`src/rtl/icache_refill.sv`:
```
// icache_refill: memory-side line-fill engine for the instruction cache.
// Takes a level-held request and reads BLOCK_SIZE consecutive words from a
// fixed-latency word RAM. The words go back to the cache as single-cycle
// mem_val pulses, in ascending address order.
// Optional build macro ICACHE_REFILL_STATS_EN adds two saturating counters,
// refill_cnt and stall_cnt.
//
// state | meaning
// ------+---------------------------------------------------------------
// IDLE  | no burst; waits for mem_req and latches the line base address
// ISSUE | ram_en high; one word read accepted per granted cycle
// DRAIN | all reads accepted; waits for the last word to be returned
// DONE  | line delivered; waits for mem_req to fall before a new burst
module icache_refill #(
    parameter int BLOCK_SIZE  = 8,
    parameter int RAM_LATENCY = 1
) (
    input  logic        clk,
    input  logic        reset,
    input  logic        mem_req,
    input  logic [31:0] mem_addr,
    output logic        mem_val,
    output logic [31:0] mem_data,
    output logic        ram_en,
    output logic [31:0] ram_addr,
    input  logic        ram_gnt,
    input  logic [31:0] ram_rdata
`ifdef ICACHE_REFILL_STATS_EN
    ,
    output logic [31:0] refill_cnt,
    output logic [31:0] stall_cnt
`endif
);

    localparam int OFF_W = $clog2(BLOCK_SIZE * 4);
    localparam int CNT_W = $clog2(BLOCK_SIZE) + 1;
    localparam logic [CNT_W-1:0] LAST_IDX = CNT_W'(BLOCK_SIZE - 1);
    localparam logic [CNT_W-1:0] BLK_CNT  = CNT_W'(BLOCK_SIZE);

    typedef enum logic [1:0] {
        IDLE  = 2'd0,
        ISSUE = 2'd1,
        DRAIN = 2'd2,
        DONE  = 2'd3
    } state_t;

    state_t                 state_q, state_d;
    logic [31:0]            base_q, base_d;
    logic [CNT_W-1:0]       issue_cnt_q, issue_cnt_d;
    logic [CNT_W-1:0]       ret_cnt_q, ret_cnt_d;
    logic [RAM_LATENCY-1:0] vld_q, vld_d;
    logic                   mem_val_q, mem_val_d;
    logic [31:0]            mem_data_q, mem_data_d;

    logic                   rd_acc;
    logic                   rd_ret;
    logic [31:0]            word_off;
    logic                   unused_addr_bits;

    // The offset bits of the miss address are irrelevant: the line base is used.
    assign unused_addr_bits = ^mem_addr[OFF_W-1:0];

    // RAM request side is a pure decode of the state and issue counter, so
    // ram_addr stays stable across grant stalls.
    assign word_off = {{(32 - CNT_W - 2){1'b0}}, issue_cnt_q, 2'b00};
    assign ram_en   = (state_q == ISSUE);
    assign ram_addr = ram_en ? (base_q + word_off) : 32'd0;
    assign rd_acc   = ram_en & ram_gnt;
    assign rd_ret   = vld_q[RAM_LATENCY-1];

    assign mem_val  = mem_val_q;
    assign mem_data = mem_data_q;

    // Next-state logic for the burst FSM and its counters.
    always_comb begin
        state_d     = state_q;
        base_d      = base_q;
        issue_cnt_d = issue_cnt_q;
        ret_cnt_d   = ret_cnt_q;

        if (rd_ret) begin
            ret_cnt_d = ret_cnt_q + 1'b1;
        end

        case (state_q)
            IDLE: begin
                if (mem_req) begin
                    base_d      = {mem_addr[31:OFF_W], {OFF_W{1'b0}}};
                    issue_cnt_d = '0;
                    ret_cnt_d   = '0;
                    state_d     = ISSUE;
                end
            end
            ISSUE: begin
                if (rd_acc) begin
                    issue_cnt_d = issue_cnt_q + 1'b1;
                    if (issue_cnt_q == LAST_IDX) begin
                        state_d = DRAIN;
                    end
                end
            end
            DRAIN: begin
                // ret_cnt reaches BLOCK_SIZE on the same edge that raises the
                // final mem_val, so the last word is already out here.
                if (ret_cnt_q == BLK_CNT) begin
                    state_d = DONE;
                end
            end
            DONE: begin
                if (!mem_req) begin
                    state_d = IDLE;
                end
            end
            default: begin
                state_d = IDLE;
            end
        endcase
    end

    // Valid shift pipeline marks cycles in which ram_rdata carries a word.
    always_comb begin
        vld_d    = '0;
        vld_d[0] = rd_acc;
        for (int i = 1; i < RAM_LATENCY; i++) begin
            vld_d[i] = vld_q[i-1];
        end
    end

    // Return register: capture the RAM word and pulse mem_val for one cycle.
    always_comb begin
        mem_val_d  = rd_ret;
        mem_data_d = rd_ret ? ram_rdata : mem_data_q;
    end

    // State and datapath registers; reset also discards in-flight returns.
    always_ff @(posedge clk or negedge reset) begin
        if (!reset) begin
            state_q     <= IDLE;
            base_q      <= '0;
            issue_cnt_q <= '0;
            ret_cnt_q   <= '0;
            vld_q       <= '0;
            mem_val_q   <= 1'b0;
            mem_data_q  <= '0;
        end else begin
            state_q     <= state_d;
            base_q      <= base_d;
            issue_cnt_q <= issue_cnt_d;
            ret_cnt_q   <= ret_cnt_d;
            vld_q       <= vld_d;
            mem_val_q   <= mem_val_d;
            mem_data_q  <= mem_data_d;
        end
    end

`ifdef ICACHE_REFILL_STATS_EN
    logic [31:0] refill_cnt_q, refill_cnt_d;
    logic [31:0] stall_cnt_q, stall_cnt_d;

    // Saturating counters: completed refills and grant-stalled issue cycles.
    always_comb begin
        refill_cnt_d = refill_cnt_q;
        stall_cnt_d  = stall_cnt_q;
        if ((state_q != DONE) && (state_d == DONE) && (refill_cnt_q != 32'hFFFF_FFFF)) begin
            refill_cnt_d = refill_cnt_q + 32'd1;
        end
        if ((state_q == ISSUE) && !ram_gnt && (stall_cnt_q != 32'hFFFF_FFFF)) begin
            stall_cnt_d = stall_cnt_q + 32'd1;
        end
    end

    // Statistics registers.
    always_ff @(posedge clk or negedge reset) begin
        if (!reset) begin
            refill_cnt_q <= '0;
            stall_cnt_q  <= '0;
        end else begin
            refill_cnt_q <= refill_cnt_d;
            stall_cnt_q  <= stall_cnt_d;
        end
    end

    assign refill_cnt = refill_cnt_q;
    assign stall_cnt  = stall_cnt_q;
`endif

endmodule

```
`config.mk`:
```
export PLATFORM = sky130hd
export DESIGN_NAME = icache_refill
export DESIGN_NICKNAME = d
export VERILOG_FILES = /design/src/rtl/icache_refill.sv
export SDC_FILE = /design/constraint.sdc
export NUM_CORES = 1
export LEC_CHECK = 0
export CORE_MARGIN = 2
export CORE_UTILIZATION = 40
export DETAILED_ROUTE_END_ITERATION = 6
export HOLD_SLACK_MARGIN = 0.03
export PLACE_DENSITY = 0.74
export SLEW_MARGIN = 20
export SYNTH_ARGS = -nofsm -noshare
export SYNTH_HDL_FRONTEND = slang
export SYNTH_SLANG_ARGS = --single-unit
```
`constraint.sdc`:
```
create_clock -name clk -period 4.53 [get_ports clk]
set_input_delay 0.906 -clock clk [delete_from_list [all_inputs] [get_ports clk]]
set_output_delay 0.906 -clock clk [all_outputs]
set_load 0.1 [all_outputs]
```
==> metrics.yaml <==
path_common_cell: "ha_1"
post_cts_resized: 0
synth_largest_area_cell: "dfrtp_1"
yosys_warnings: 0
fin_util_pct: 57.7
portBuffers: 126
drtIter0Drc: 85
maxSlewHeadroom_pct: 31.9
synth_area_per_cell_um2: 11.3
status: "completed"
wl_per_cell_um: 15.1
rsz0062_at_grt: "no"
maxCapViolCount: 0
antenna_left: 0
diodes: 0
vias: 2880
synthCells: 314
seq_area_frac_synth_pct: 50.2
antenna_found_initial: 0
finalCritPeriodShare_pct: 86.4
tightest_slew_ps: 1020
cts_root_buf: "clkbuf_8"
crit_slowest_cell: "or4_1"
place_hpwl_um: 5970
seq_area_mm2: 0.00178
cpPeakStageDelay_ps: 650
gp_congestion: 0.801
synth-seq-cells: 71
final_nets: 513
grt_overflow_total: 0
drive_gt1_share_pct: 24.3
clockBufferDepth: 2
hold_class: "flip-flop to flip-flop"
insertion_delay_ps: 340
clkTransAtPathRegs_ps: 80
fill_cells: 726
finalHoldViolCount: 0
startpoint_type: "flip-flop"
die_height_um: 98.1
setup.worst_path.class: "flip-flop to output port"
clock.fmax_mhz: 255
ys.flop_type: "dfrtp_1"
cts_setup_buffers: 0
cts_sinks: 71
first_global_vias: 3018
cts_tree: "built"
min_period_ps: 3920
synth_top_area_share_pct: 50.2
cpLargestDelayFamily: "simple AND/OR/NAND/NOR gates"
syn_area_mm2: 0.00354
crit_arrival_ps: 3010
h-tree-depth: 3
slew_violations: 0
dr.pass1.iters: 4
grt_usage_pct: 17.7
start_util_pct: 41.0
grt_pass1_wl_um: 14000
cp_cell_sequence: "ha_1 -> ha_1 -> nand4_2 -> or4_1 -> or3_1 -> a21oi_1 -> buf_4"
fin_tns_setup_ps: 0
synth_edf_count: 0
synth_area_leaders: "dfrtp_1 50%, mux2_2 19%, ha_1 3.2%"
path_max_fanout: 10
core_area_mm2: 0.00864
cp.buffers_inverters: 1
die_area_mm2: 0.00962
route.detailed.drc: 0
via_per_inst: 5.25
ios: 134
setup_viol: 0
ys_types: 35
synth-async-reset-ratio_pct: 100
required_ps: 3620
critPathCaptureType: "output port"
die_x_um: 98.1
skew_ps: 9.04
grt_max_degree: 72
std_cell_rows: 34
multi_input_area_mm2: 0.00166
mostFrequentLayoutCells: "99 x clkdlybuf4s50_1, 71 x dfrtp_1, 60 x mux2_2"
syn_to_final_growth_pct: 40.7
holdBufCountCts: 0
cts_buffers: 9
drt_wl_total_um: 8290
final_common_cell: "clkdlybuf4s50_1"
## stage by stage
step	hold slack, ps	cells	cell area [µm²]	setup WS, ps
2_1_floorplan	352	315	3540	131
3_3_place_gp	488	533	4810	1000
3_5_place_dp	494	533	4810	959
4_1_cts	514	549	4980	577
5_1_grt	529	549	4980	418
6_report	510	549	4980	614
## path summary, 6_finish.rpt
check	slack (ps)	end	depth (start not counted)	from
worst min-delay path	510	mem_data[18]	1	mem_data[18]
min in group asynchronous	690	base_q[31]	1	reset
worst min register to register	510	mem_data[18]	1	mem_data[18]
worst max register to register	2320	issue_cnt_q[3]	6	state_q[1]
max in group asynchronous	3260	ret_cnt_q[0]	1	reset
worst max-delay path	610	ram_addr[31]	7	issue_cnt_q[3]
## final cells by class
type	instances	area share, %
Timing Repair Buffer	127	24.1
Clock inverter	6	0.904
Inverter	9	0.678
Multi-Input combinational cell	218	33.4
Tap cell	108	2.71
Sequential cell	71	35.7
Clock buffer	10	2.56
## cell families (layout without fill, tap and decap cells)
family,count (synthesis),after routing,share of synthesized area [%]
simple gates,87,87,13.8
flops,71,71,50.2
mux,62,62,19.7
compound gates,45,45,6.82
buf+inv,26,152,3.04
xor+xnor,13,13,3.22
fa+ha+maj,9,9,3.18
other cells,1,2,0.106
## flip-flops by register name, summed over array words and instances, names as in the netlist
signal and flops:
mem_val 1, state_q 2, ret_cnt_q 4, mem_data 32, base_q 27, issue_cnt_q 4
mem_val_d 1
## Yosys cell counts, drive strengths merged, types with 8 or more instances
cell,number
dfrtp,71
mux2,60
o21ai,20
a21oi,19
nand2,15
nor2,13
nand3,12
or3,12
clkbuf,11
ha,9
inv,8
nand4,8
xnor2,8
## worst register-to-register path: cells and delay by family (launching register included)
kind                       cells  cell delay (ps)
buffers and inverters          2              820
DFF                            1              410
adders and majority gates      1              400
and+or+nand+nor                2              390
AOI/OAI and AO/OA              1              110
## metal layers
| layer | global-route usage, % | part of all wire, % | up-vias |
|---|---|---|---|
| met4 | 5.56 | 1.1 | 0 |
| met2 | 28.0 | 46 | 116 |
| met3 | 7.59 | 11 | 9 |
| met5 | 0 | 0 | - |
| met1 | 21.9 | 42 | 1389 |
| li1 | - | - | 1366 |
Power is not shown: default switching activity piles up to over one toggle a cycle in this logic, so the estimate is an artifact.
